[src/rtl/freq_meter.sv]
// Gated frequency counter: counts rising edges of sig_in over CLK_HZ/GATE_DIV clocks and reports Hz.
// Define FREQ_METER_CONT_EN for continuous back-to-back windows; otherwise a measurement runs per start pulse.
module freq_meter #(
   parameter int CLK_HZ   = 50_000_000,
   parameter int GATE_DIV = 1,
   parameter int OUT_W    = 26
) (
   input  logic             clk,
   input  logic             rst,
   input  logic             sig_in,
   input  logic             start,
   output logic             busy,
   output logic [OUT_W-1:0] fre,
   output logic             fre_valid,
   output logic             overflow
);

   localparam int GATE_CYC = CLK_HZ / GATE_DIV;
   localparam int GATE_W   = (GATE_CYC > 1) ? $clog2(GATE_CYC) : 1;
   localparam int CNT_W    = OUT_W + 1;
   localparam int PROD_W   = OUT_W + $clog2(GATE_DIV + 1) + 1;

   localparam logic [1:0] ST_IDLE = 2'd0;
   localparam logic [1:0] ST_GATE = 2'd1;
   localparam logic [1:0] ST_DONE = 2'd2;

   localparam logic [GATE_W-1:0] GATE_LAST = GATE_W'(GATE_CYC - 1);
   localparam logic [PROD_W-1:0] FRE_MAX   = {{(PROD_W - OUT_W){1'b0}}, {OUT_W{1'b1}}};
   localparam logic [PROD_W-1:0] DIV_P     = PROD_W'(GATE_DIV);

   logic [1:0]        state_q, state_d;
   logic [GATE_W-1:0] gate_cnt_q, gate_cnt_d;
   logic [CNT_W-1:0]  edge_cnt_q, edge_cnt_d;
   logic [OUT_W-1:0]  fre_q, fre_d;
   logic              ovf_q, ovf_d;
   logic [2:0]        sync_q;
   logic              edge_w;
   logic              start_go;
   logic [PROD_W-1:0] prod;

`ifdef FREQ_METER_CONT_EN
   // IDLE is only ever reached out of reset here, so leave it immediately.
   logic unused_start;
   assign unused_start = start;
   assign start_go     = 1'b1;
`else
   assign start_go = start;
`endif

   // Two metastability flops followed by a history flop for edge detection.
   assign edge_w = sync_q[1] & ~sync_q[2];

   always_comb begin
      state_d    = state_q;
      gate_cnt_d = gate_cnt_q;
      edge_cnt_d = edge_cnt_q;
      fre_d      = fre_q;
      ovf_d      = ovf_q;
      prod       = '0;
      case (state_q)
         ST_IDLE: begin
            if (start_go) begin
               state_d    = ST_GATE;
               gate_cnt_d = '0;
               edge_cnt_d = '0;
            end
         end
         ST_GATE: begin
            gate_cnt_d = gate_cnt_q + GATE_W'(1);
            if (edge_w && (edge_cnt_q != {CNT_W{1'b1}})) begin
               edge_cnt_d = edge_cnt_q + CNT_W'(1);
            end
            // Result is latched on the way into DONE so it is visible alongside fre_valid,
            // and uses the updated count so an edge on the final gate cycle is included.
            if (gate_cnt_q == GATE_LAST) begin
               state_d = ST_DONE;
               prod    = {{(PROD_W - CNT_W){1'b0}}, edge_cnt_d} * DIV_P;
               ovf_d   = (prod > FRE_MAX);
               fre_d   = (prod > FRE_MAX) ? {OUT_W{1'b1}} : prod[OUT_W-1:0];
            end
         end
         ST_DONE: begin
`ifdef FREQ_METER_CONT_EN
            state_d    = ST_GATE;
            gate_cnt_d = '0;
            edge_cnt_d = '0;
`else
            state_d = ST_IDLE;
`endif
         end
         default: state_d = ST_IDLE;
      endcase
   end

   always_ff @(posedge clk) begin
      if (rst) begin
         state_q    <= ST_IDLE;
         gate_cnt_q <= '0;
         edge_cnt_q <= '0;
         fre_q      <= '0;
         ovf_q      <= 1'b0;
         sync_q     <= '0;
      end else begin
         state_q    <= state_d;
         gate_cnt_q <= gate_cnt_d;
         edge_cnt_q <= edge_cnt_d;
         fre_q      <= fre_d;
         ovf_q      <= ovf_d;
         sync_q     <= {sync_q[1:0], sig_in};
      end
   end

   assign busy      = (state_q == ST_GATE);
   assign fre_valid = (state_q == ST_DONE);
   assign fre       = fre_q;
   assign overflow  = ovf_q;

endmodule

[config.mk]
export PLATFORM = sky130hd
export DESIGN_NAME = freq_meter
export DESIGN_NICKNAME = d
export VERILOG_FILES = /design/src/rtl/freq_meter.sv
export SDC_FILE = /design/constraint.sdc
export NUM_CORES = 1
export LEC_CHECK = 0
export ABC_CLOCK_PERIOD_IN_PS = 3800
export BUFFER_PORTS_ARGS = -buffer_cell sky130_fd_sc_hd__buf_2
export CORE_ASPECT_RATIO = 1.25
export CORE_MARGIN = 2
export CORE_UTILIZATION = 50
export DETAILED_ROUTE_END_ITERATION = 8
export GPL_TIMING_DRIVEN = 0
export PLACE_DENSITY = 0.67
export SLEW_MARGIN = 20
export SYNTH_ARGS = -nofsm -noshare
export SYNTH_HDL_FRONTEND = slang
export SYNTH_SLANG_ARGS = --single-unit
[constraint.sdc]
create_clock -name clk -period 3.8 [get_ports clk]
set_input_delay 0.76 -clock clk [delete_from_list [all_inputs] [get_ports clk]]
set_output_delay 0.76 -clock clk [all_outputs]
set_load 0.01 [all_outputs]
Word-level counts from Yosys, hierarchy flattened

Cells that the tools add are included.

$lt $le $gt $ge: 1
Reductions and logical operators: 6
$add $sub $neg: 2
Bitwise operators: 2
Equality and inequality tests: 6
Multiplexer cells: 10

Operators by type and width:

| cell                                                                              | count |
|---|---|
| 27-bit two-way mux                                                                | 3 |
| 27-bit one-hot mux with 2 select lines                                            | 1 |
| 26-bit two-way mux                                                                | 2 |
| 26-bit one-hot mux with 2 select lines                                            | 1 |
| 27-bit by 1-bit adder with 27-bit output, second input constant                   | 1 |
| 27-bit by 26-bit greater-than comparator with 1-bit output, second input constant | 1 |
| 27-bit != test, second input constant                                             | 1 |
| 26-bit by 1-bit adder with 26-bit output, second input constant                   | 1 |
| 26-bit == test, second input constant                                             | 1 |
| 2-bit AND reduction                                                               | 3 |
| 2-bit two-way mux                                                                 | 2 |
| 2-bit one-hot mux with 2 select lines                                             | 1 |
| 2-bit by 1-bit == test with 1-bit output, second input constant                   | 1 |
| 2-bit == test, second input constant                                              | 1 |
| 2-bit zero test                                                                   | 1 |
| 2-bit by 1-bit != test with 1-bit output, second input constant                   | 1 |
| 2-bit != test, second input constant                                              | 1 |
| 2-bit nonzero test                                                                | 1 |
| 1-bit bitwise AND                                                                 | 1 |
| 1-bit logical AND                                                                 | 1 |
| 1-bit inverter                                                                    | 1 |

Bits of input ports: 4
Logic and storage cells: 33
Output and inout port bits: 29
Bits in registers: 85

Depth between registers and ports, before layout

Gate-level depths: netlist of the first run.

Word-level depth: 7
Depth in mapped cells: 10
Gate-level depth less buffers: 7

Least setup slack after synthesis of the first run

Ideal clock, no wire load.

Kind: flip-flop to flip-flop
Start point: register gate_cnt_q[0]
End point: register fre_q[9] (netlist: fre[9])
Arrival time: 1.936 ns
Slack: 1.731 ns
Path buffers: 0
Cell stages (with the launch flop): 8
Clock period less this slack: 2.069 ns
Required time: 3.668 ns
Setup time: 0.132 ns
Cells stage by stage: dfxtp_1 ha_1 nand3_1 nor4_1 nand4_1 a311o_2 o31ai_1 a21oi_1

Cells in the longest elaborated chain, start to end: 2

RTL lines:

| item                                 | line | text |
|---|---|---|
| from (decl)                          | 32   | `logic [GATE_W-1:0] gate_cnt_q, gate_cnt_d;` |
| from (signal assigned)               | 105  | `gate_cnt_q <= gate_cnt_d;` |
| 26-bit == test                       | 75   | `if (gate_cnt_q == GATE_LAST) begin` |
| 2-bit AND reduction (no source line) | n/a  |  |
| to (signal assigned)                 | 107  | `fre_q <= fre_d;` |
| to (decl)                            | 34   | `logic [OUT_W-1:0] fre_q, fre_d;` |

Every way passes these cells.
A chain may end at the register's enable or synchronous reset.

Worst setup path in the final report of the first run

Start point: register state_q[1]
End point: output port busy

Cells in the longest elaborated chain, start to end: 1

RTL lines:

| item                                     | line | text |
|---|---|---|
| from (decl)                              | 31   | `logic [1:0] state_q, state_d;` |
| from (signal assigned)                   | 104  | `state_q <= state_d;` |
| 2-bit by 1-bit == test with 1-bit output | 113  | `assign busy = (state_q == ST_GATE);` |
| to (decl)                                | 12   | `output logic busy,` |

Every way passes these cells.

==> impl_results.md, run 1 <==
- Status: complete, no violations
- Synth cell types: 54
- Number of synthesized flops with an enable pin: 0
- Total number of vias: 4032
- Post-synthesis simple-gate area fraction: 0.245
- Clk_lat worst skew: 360 ps
- Peak supply drop: 0.194 mV
- Top cell type by total area after synthesis: dfxtp_1
- CTS H-tree lvls: 3
- Worst slew pin tran: 958 ps
- Clock Pin Slew Worst Setup and Hold Paths: 80 ps
- Largest family of logic cells by synthesized area: compound AO/OA/AOI/OAI gates
- Mapped Area: 0.00423 mm2
- Reg-to-reg setup timing slack: 1080 ps
- Detail Route Antenna Nets: 0
- Final HPWL DP: 8070 um
- WL final: 11400 um
- Synth top area share: 0.403
- Worst slew margin: 0.355
- Primary FF master, synth: dfxtp_1
- Reg2reg path depth: 7
- Syn_nets: 517
- Min-Delay Path Depth: 1
- Arr. time, crit path: 2390 ps
- Setup crit end kind: output port
- Final Skew: 7.39 ps
- Crit Path Max Fanout: 10
- Unrepaired setup endpoints after global routing: false
- GRT Total Usage: 0.259
- Pre-antenna DRT Iters: 5
- Pleak: 1.75 nW
- CTS tree: yes
- Hold slack: 443 ps
- CP max stage delay: 500 ps
- # setup viols final: 0
- # rows: 37
- Layout Cells excl Fill: 656
- Post-synth ARST share: 0
- Total Neg Setup Slack: 0 ps
- Final max-slew violation count: 0
- Largest net degree at the start of global routing: 14
- Initial DRC Count: 305
- Main area contributors after synthesis: dfxtp_1, a21oi_1, o21bai_1
- Cell mode on critical path: clkbuf_1
- Adder-Cell Fraction of Synth Area: 0.00592
- Initial Utilization: 0.513
- DIE AREA: 0.00921 mm2
- Commonest cells post-synth: dfxtp_1, a21oi_1, nand2_1, nor2_1, nand3_1
- Fraction of layout cells with a size suffix above 1: 0.129
- Ys Warns: 0
- Post-Place Cells: 640
- Root buffer cell: clkbuf_8
- Hold Crit Class: flip-flop to flip-flop
- Tmin final: 3150 ps
- Critical path type: flip-flop to output port
- # nets final: 560
- Routed wire length per instance: 17.4 um
- Startpoint Class: flip-flop
- Placeable core region: 0.00824 mm2
- Routability cong.: 0.927
- Pwr/cell area: 351 mW/mm2
- Hold buffers post-CTS: 0
- Final Cycle Share: 0.830
- Top-count cell post-synth: dfxtp_1
- Post_cts resized: 0
- Max Clk Rate: 317 MHz
- Number of CTS-inserted buffers: 9
- Clock buffer depth: 2
- Area Overhead vs Synth: 11.2%
- Cell Chain, Critical Path: nand2b_1 -> clkbuf_1 -> inv_2 -> clkbuf_1 -> clkbuf_1 -> buf_2
- Die height: 107 um
- N_diodes: 0
- Global-route wire length before repair: 18900 um
- #FFs+latches synth: 85
- Synth Area per Inst: 8.27 um2
- DRC viols: 0
- CP required: 3040 ps
- IO Port Bufs: 32
- Final core area utilization: 0.570
- Total grt overflow: 0
- Initial antenna violation count: 0
- Sequential area share after synthesis: 0.403
- Number of global-route vias before repair: 3855
- Postcts setup bufs: 0
- Worst path slowest cell: clkbuf_1
- Sink Count: 85
- Max-capacitance violation count: 0
- Die X: 86.2 um
- IO Count: 33
- Fin. Hold Viols: 0
- Vias/cell: 6.15
- Synth Area in XOR/XNOR: 0.0456
- Synth Instances: 511
- Multiplexer share of the synthesized area: 0.0101
- Post-synthesis compound-gate area fraction: 0.246
## critical path, delay by kind of cell (launching register included)
kind | cells | cell delay [ps]
flops | 1 | 320
simple gates | 1 | 130
buf+inv | 5 | 1580
## routing by layer
layer / vias to the layer above / global-route usage / share of wire
met5: - / 0 / 0
met4: 0 / 0.136 / 0.036
li1: 1980 / - / -
met1: 1908 / 0.313 / 0.43
met2: 118 / 0.442 / 0.49
met3: 26 / 0.0377 / 0.043
## sequential cells by signal, summed over array words and instances, names as in the netlist
signal,count
edge_cnt_q,27
fre,26
gate_cnt_q,26
overflow,1
state_q,2
sync_q,3
## path summary, 6_finish.rpt
| check | from | end |
|---|---|---|
| worst min-delay path | sync_q[0] | sync_q[1] |
| worst max-delay path | state_q[1] | busy |
| worst max register to register | gate_cnt_q[0] | fre[24] |
| worst min register to register | sync_q[0] | sync_q[1] |
## report_power, final
group	total [mW]	switching (mW)	internal, mW	leakage, nW
clock network	0.642	0.322	0.320	0.0964
registers	0.899	0.00441	0.895	0.685
logic	0.107	0.0777	0.0290	0.964
total	1.65	0.404	1.24	1.75
## through the flow
step / worst slack [ps] / power, mW / instance area (um2)
after detailed placement: 1090 / 1.03 / 4510
after global routing: 519 / 1.71 / 4700
after global placement: 1110 / 1.02 / 4510
after CTS: 682 / 1.66 / 4700
after floorplan: 1730 / 0.989 / 4230
final: 647 / 1.65 / 4700
## cell type report
class,count,area [um2]
Clock buffer,12,145
Clock inverter,4,47.5
Sequential cell,85,1700
Timing Repair Buffer,32,160
Inverter,7,26.3
Multi-Input combinational cell,386,2330
Tap cell,97,121
Buffer,33,166
Fill cell,776,3540
## logic make-up after synthesis
| kind of cell | Yosys count |
|---|---|
| AOI/OAI and AO/OA | 166 |
| muxes | 4 |
| and+or+nand+nor | 192 |
| DFF | 85 |
| xor gates and xnor gates | 22 |
| buffers and inverters | 40 |
| adders and majority gates | 2 |
## cells in the final DEF, fill, tap and decap left out, types with 9 or more instances in the layout
| master | n |
|---|---|
| nand2_1 | 37 |
| o21bai_1 | 23 |
| nor2_1 | 35 |
| a31oi_1 | 9 |
| nand4_1 | 15 |
| clkbuf_1 | 23 |
| nand3_1 | 33 |
| o31ai_1 | 9 |
| o21ai_0 | 29 |
| and3_1 | 10 |
| a21oi_1 | 63 |
| and4_1 | 9 |
| or3_1 | 9 |
| dfxtp_1 | 85 |
| xor2_1 | 18 |
| clkbuf_8 | 10 |
| buf_2 | 39 |
No activity file was read; power rests on OpenSTA's default activity.
==> run 2, diff against run 1 <==
Settings changed: ABC_AREA set to 1, ABC_CLOCK_PERIOD_IN_PS 3800 to 3190.
Clock period 3.8 ns to 3.19 ns, I/O delays scaled along.
==> run 2 against run 1 <==
Effect of this change: largest power group unchanged; final cell count increased by 41%; area after synthesis increased by 17%; non-clock buffer count decreased by 5.
==> impl_results.md, run 2 <==
- Final Cycle Share: 0.716
- Top-count cell post-synth: nand2_1
- Reg-to-reg setup timing slack: 1050 ps
- Clk pwr share: 0.465
- Placeable core region: 0.00961 mm2
- Largest net degree at the start of global routing: 15
- Main area contributors after synthesis: dfxtp_1, nand2_1, nand3_1
- Primary FF master, synth: dfxtp_1
- Detail Route Antenna Nets: 0
- Fraction of layout cells with a size suffix above 1: 0.148
- Fin. Hold Viols: 0
- Max-capacitance violation count: 0
- Post-Place Cells: 907
- Design Power: 2.31 mW
- Clock buffer depth: 2
- Cell mode on critical path: buf_2
- Min-Delay Path Depth: 2
- Routability cong.: 0.929
- Initial DRC Count: 189
- FF/Latch Area: 0.00170 mm2
- Initial Utilization: 0.513
- Max Clk Rate: 438 MHz
- Total number of vias: 4878
- Pre-antenna DRT Iters: 6
- IO Port Bufs: 31
- Reg2reg path depth: 11
- Synth Area per Inst: 6.58 um2
- NetSw: 0.570 mW
- Top cell type by total area after synthesis: dfxtp_1
- DRC viols: 0
- Switching share of power: 0.247
- # setup viols final: 0
- Worst slew margin: 0.545
- Worst slew pin tran: 682 ps
- Area Overhead vs Synth: 12.5%
- Final HPWL DP: 10500 um
- Int Pwr: 1.74 mW
- Routed wire length per instance: 15.0 um
- Peak supply drop: 0.296 mV
- Die height: 115 um
- Hold buffers post-CTS: 0
- Multi-input logic area: 0.00278 mm2
- Final Skew: 6.65 ps
- DIE AREA: 0.0107 mm2
- IO Count: 33
- Global-route wire length before repair: 23000 um
- Hold Crit Class: flip-flop to flip-flop
- Initial antenna violation count: 0
- CP required: 2550 ps
- Synth top area share: 0.345
- # nets final: 798
- Setup crit end kind: output port
- Worst slack, placed: 1090 ps
- Total Neg Setup Slack: 0 ps
- CTS tree: yes
- Critical path type: flip-flop to output port
- Logic pwr share: 0.067
- Startpoint Class: flip-flop
- Total grt overflow: 0
- Highest-count cells in the layout ignoring fill and taps: nand2_1, dfxtp_1, nor2_1
- # rows: 40
- Seq pwr share: 0.468
- N_diodes: 0
- Tmin final: 2280 ps
- Die X: 92.8 um
- GRT Total Usage: 0.274
- Post_cts resized: 0
- Arr. time, crit path: 1640 ps
- Syn_nets: 756
- Ys Warns: 0
- Clock Pin Slew Worst Setup and Hold Paths: 60 ps
- #FFs+latches synth: 85
- Post-synth ARST share: 0
- CP top delay family: buffers and inverters
- Final core area utilization: 0.577
- Postcts setup bufs: 0
- Mapped Area: 0.00493 mm2
- Worst path buffer plus inverter count: 4
- Max reg flops: 27
- Pwr/cell area: 416 mW/mm2
- Root buffer cell: clkbuf_16
- Commonest cells post-synth: nand2_1, dfxtp_1, nor2_1, nand3_1, inv_1
- Pleak: 2.00 nW
- Worst path slowest cell: dfxtp_1
- Number of synthesized flops with an enable pin: 0
- Sink Count: 85
- Final setup margin: 907 ps
- Vias/cell: 5.28
- Largest Register: edge_cnt_q
- Number of global-route vias before repair: 4845
- Critical Path Stages: 5
- Synth cell types: 35
- Final max-slew violation count: 0
- Sequential area share after synthesis: 0.345
- CTS H-tree lvls: 3
- Status: complete, no violations
- Clk_lat worst skew: 340 ps
- Filler instances: 1010
- Synth Instances: 750
- Crit Path Max Fanout: 10
- Number of CTS-inserted buffers: 9
- WL final: 13800 um
- CP max stage delay: 330 ps
- Commonest non-fill, non-tap cell in the layout: nand2_1
- Unrepaired setup endpoints after global routing: false
- Cell Chain, Critical Path: inv_1 -> nor2_1 -> buf_2 -> buf_2 -> buf_2
- Layout Cells excl Fill: 923
run 2: changes by cell type in the layout (fill, tap and decap cells not counted), moves of 12 or more:
cell	change
a21oi_1	-12
a21oi_2	+21
inv_1	+61
nand2_1	+181
nand2_2	+15
nand3_1	+35
nor2_1	+44
o21ai_0	+14
o21bai_1	-22
run 2: logic make-up after synthesis:
group / count (synthesis) / share of synthesized area
adders and majority gates: 2 / 0.00507
xor gates and xnor gates: 12 / 0.0213
DFF: 85 / 0.345
buffers and inverters: 97 / 0.0921
AOI/OAI and AO/OA: 121 / 0.142
and+or+nand+nor: 433 / 0.394
run 2: path summary, 6_finish.rpt:
| path | startpoint | end |
|---|---|---|
| max | state_q[0] | busy |
| min | sync_q[0] | sync_q[1] |
| max reg2reg | gate_cnt_q[0] | fre[22] |
| min reg2reg | sync_q[0] | sync_q[1] |
run 2: power groups by stage:
| stage | registers, mW | logic (mW) | clock network, mW |
|---|---|---|---|
| after floorplan | 1.10 | 0.105 | 0 |
| after global placement | 1.10 | 0.152 | 0 |
| after detailed placement | 1.10 | 0.155 | 0 |
| after CTS | 1.08 | 0.156 | 1.09 |
| after global routing | 1.08 | 0.172 | 1.13 |
| final | 1.08 | 0.156 | 1.07 |
run 2: final cells by class:
type                       count  area share
multi-input combinational    568       0.500
timing repair buffer          31      0.0280
tap                          126      0.0284
clock buffer                  11      0.0438
clock inverter                 5      0.0108
inverter                      68      0.0460
sequential                    85       0.307
buffer                        29      0.0359
run 2: through the flow:
stage / hold slack, ps / instance area, um2
2_1_floorplan: 388 / 4930
3_3_place_gp: 401 / 5250
3_5_place_dp: 401 / 5250
4_1_cts: 412 / 5550
5_1_grt: 444 / 5550
6_report: 410 / 5550
run 2: metal layers:
metal / wire (um) / global-route usage / vias to the layer above / share of wire
met4: 389 / 0.119 / 0 / 0.028
li1: - / - / 2516 / -
met5: 0 / 0 / - / 0
met2: 7400 / 0.524 / 78 / 0.54
met1: 5690 / 0.303 / 2258 / 0.41
met3: 352 / 0.0295 / 26 / 0.025
run 2: worst register-to-register path, cell delays in order (launching register included):
cell and delay (ps):
dfxtp_1 460, ha_1 200, nand2_1 80, nor2_2 130, nand2_1 100, nor2_1 180, nand3_1 170, nor2_2 140
buf_4 210, buf_6 170, o21ai_0 110, a21oi_2 140
==> run 3, diff against run 2 <==
Settings changed: ABC_CLOCK_PERIOD_IN_PS 3190 to 1900, PLACE_DENSITY 0.67 to 0.69.
Clock period 3.19 ns to 1.9 ns, I/O delays scaled along.
==> run 3 against run 2 <==
Effect of this change: core utilization grew 3.4 points; register-to-register slack lost 990 ps; first-iteration DRC count grew 28%; sequential share of layout area shrank 1.2 points; clock skew grew 2.5 ps; power grew 59%; wire length grew 3.5%; non-clock buffer count grew 15; combinational power grew 81%.
==> impl_results.md, run 3 (synthesis gave the netlist of run 2 again) <==
- Cell Chain, Critical Path: ha_4 -> nand2_4 -> nor2_4 -> nand2_4 -> nor2_4 -> nand3_4 -> nor2_4 -> buf_8 -> buf_6 -> o21ai_0 -> a21oi_2
- CTS H-tree lvls: 3
- CTS tree: yes
- Unrepaired setup endpoints after global routing: true
- Detail Route Antenna Nets: 0
- CP required: 2180 ps
- Largest net degree at the start of global routing: 14
- N_diodes: 0
- Pwr/cell area: 627 mW/mm2
- Clock buffer depth: 2
- Initial DRC Count: 242
- Number of CTS-inserted buffers: 9
- Clock Pin Slew Worst Setup and Hold Paths: 70 ps
- Total number of vias: 5047
- Pleak: 2.12 nW
- Setup crit end kind: flip-flop
- Initial Utilization: 0.513
- Status: complete, no violations
- Total grt overflow: 0
- Startpoint Class: flip-flop
- WL final: 14300 um
- DRC viols: 0
- Global-route wire length before repair: 22400 um
- Fraction of layout cells with a size suffix above 1: 0.207
- Final Skew: 9.19 ps
- Vias/cell: 5.39
- Initial antenna violation count: 0
- CP max stage delay: 370 ps
- # nets final: 813
- Crit Path Max Fanout: 10
- Design Power: 3.68 mW
- # rows: 40
- Pre-antenna DRT Iters: 5
- Routed wire length per instance: 15.3 um
- DIE AREA: 0.0107 mm2
- Fin. Hold Viols: 0
- Min-Delay Path Depth: 3
- CP top delay family: simple AND/OR/NAND/NOR gates
- Final Instance Area: 0.00587 mm2
- Commonest non-fill, non-tap cell in the layout: nand2_1
- Die X: 92.8 um
- Tmin final: 1840 ps
- Arr. time, crit path: 2120 ps
- Max Clk Rate: 543 MHz
- Peak supply drop: 0.627 mV
- Placed Instance Area: 0.00525 mm2
- Largest Register: edge_cnt_q
- GRT Total Usage: 0.266
- Final HPWL DP: 10300 um
- Area Overhead vs Synth: 19.0%
- Sink Count: 85
- IO Port Bufs: 31
- Critical path type: flip-flop to flip-flop
- Worst slew margin: 0.557
- Max-capacitance violation count: 0
- Reg2reg path depth: 11
- Root buffer cell: clkbuf_16
- Worst slew pin tran: 664 ps
- Die height: 115 um
- Hold Crit Class: input pin to flip-flop
- Max reg flops: 27
- Final Cycle Share: 0.969
- Cell mode on critical path: nor2_4
- IO Count: 33
- Critical Path Stages: 11
- Highest-count cells in the layout ignoring fill and taps: nand2_1, nor2_1, dfxtp_1
- Placeable core region: 0.00961 mm2
- Routability cong.: 0.921
- Final max-slew violation count: 0
- Worst path buffer plus inverter count: 2
- Worst path slowest cell: dfxtp_4
- Number of global-route vias before repair: 4773
- # setup viols final: 0
- Clk_lat worst skew: 340 ps
run 3: cell types whose count changed in the layout (fill, tap and decap cells not counted), moves of 4 or more:
cell,before,now
nor2_4,6,13
dfxtp_2,0,15
dfxtp_1,85,67
nand3_4,0,4
o21ai_0,43,27
buf_4,1,13
nor2_1,79,71
o21ai_1,0,15
run 3: layer usage:
metal | wire length [um] | up-vias | track usage
li1 | - | 2547 | -
met1 | 5640 | 2322 | 0.293
met2 | 7490 | 137 | 0.490
met3 | 616 | 41 | 0.0472
met4 | 563 | 0 | 0.127
met5 | 0 | - | 0
run 3: cell type report:
cell class	instances	area, um2
buffer	29	223
clock buffer	10	229
clock inverter	5	28.8
fill	966	3740
inverter	68	258
multi-input combinational	568	2930
sequential	85	1730
tap	126	158
timing repair buffer	46	315
run 3: path summary, 6_finish.rpt:
kind,end,startpoint,slack (ps)
min reg2reg,sync_q[1],sync_q[0],410
max reg2reg,fre[7],gate_cnt_q[0],60
min,sync_q[0],sig_in,240
max,fre[7],gate_cnt_q[0],60
run 3: stage by stage:
stage | setup TNS, ps | setup WS (ps) | utilization | cells | hold WS [ps]
floorplan | 0 | 208 | - | 750 | 388
global placement | -4080 | -129 | 0.546 | 907 | 392
detailed placement | -5060 | -168 | 0.546 | 907 | 403
CTS | 0 | 18.6 | 0.579 | 924 | 240
global route | -125 | -22.4 | 0.611 | 937 | 251
finish | 0 | 58.7 | 0.611 | 937 | 243
run 3: what timing repair did:
item,4_1_cts,5_1_grt
hold buffers,0,0
endpoints found under the setup margin,49,58
setup buffers,2,11
gates cloned,0,2
gates resized for setup,12,68
pin swaps,2,8
run 3: worst reg2reg max path: stages, from the launching register on:
cell and delay, ps:
dfxtp_4 370, ha_4 140, nand2_4 60, nor2_4 150, nand2_4 80, nor2_4 140
nand3_4 100, nor2_4 190, buf_8 180, buf_6 150, o21ai_0 90, a21oi_2 130
run 3: power by group:
group	switching [mW]	total, mW	internal [mW]	leakage (nW)
logic	0.203	0.283	0.0800	1.30
clock network	0.713	1.58	0.871	0.132
registers	0.0165	1.81	1.80	0.696
total	0.932	3.68	2.75	2.12
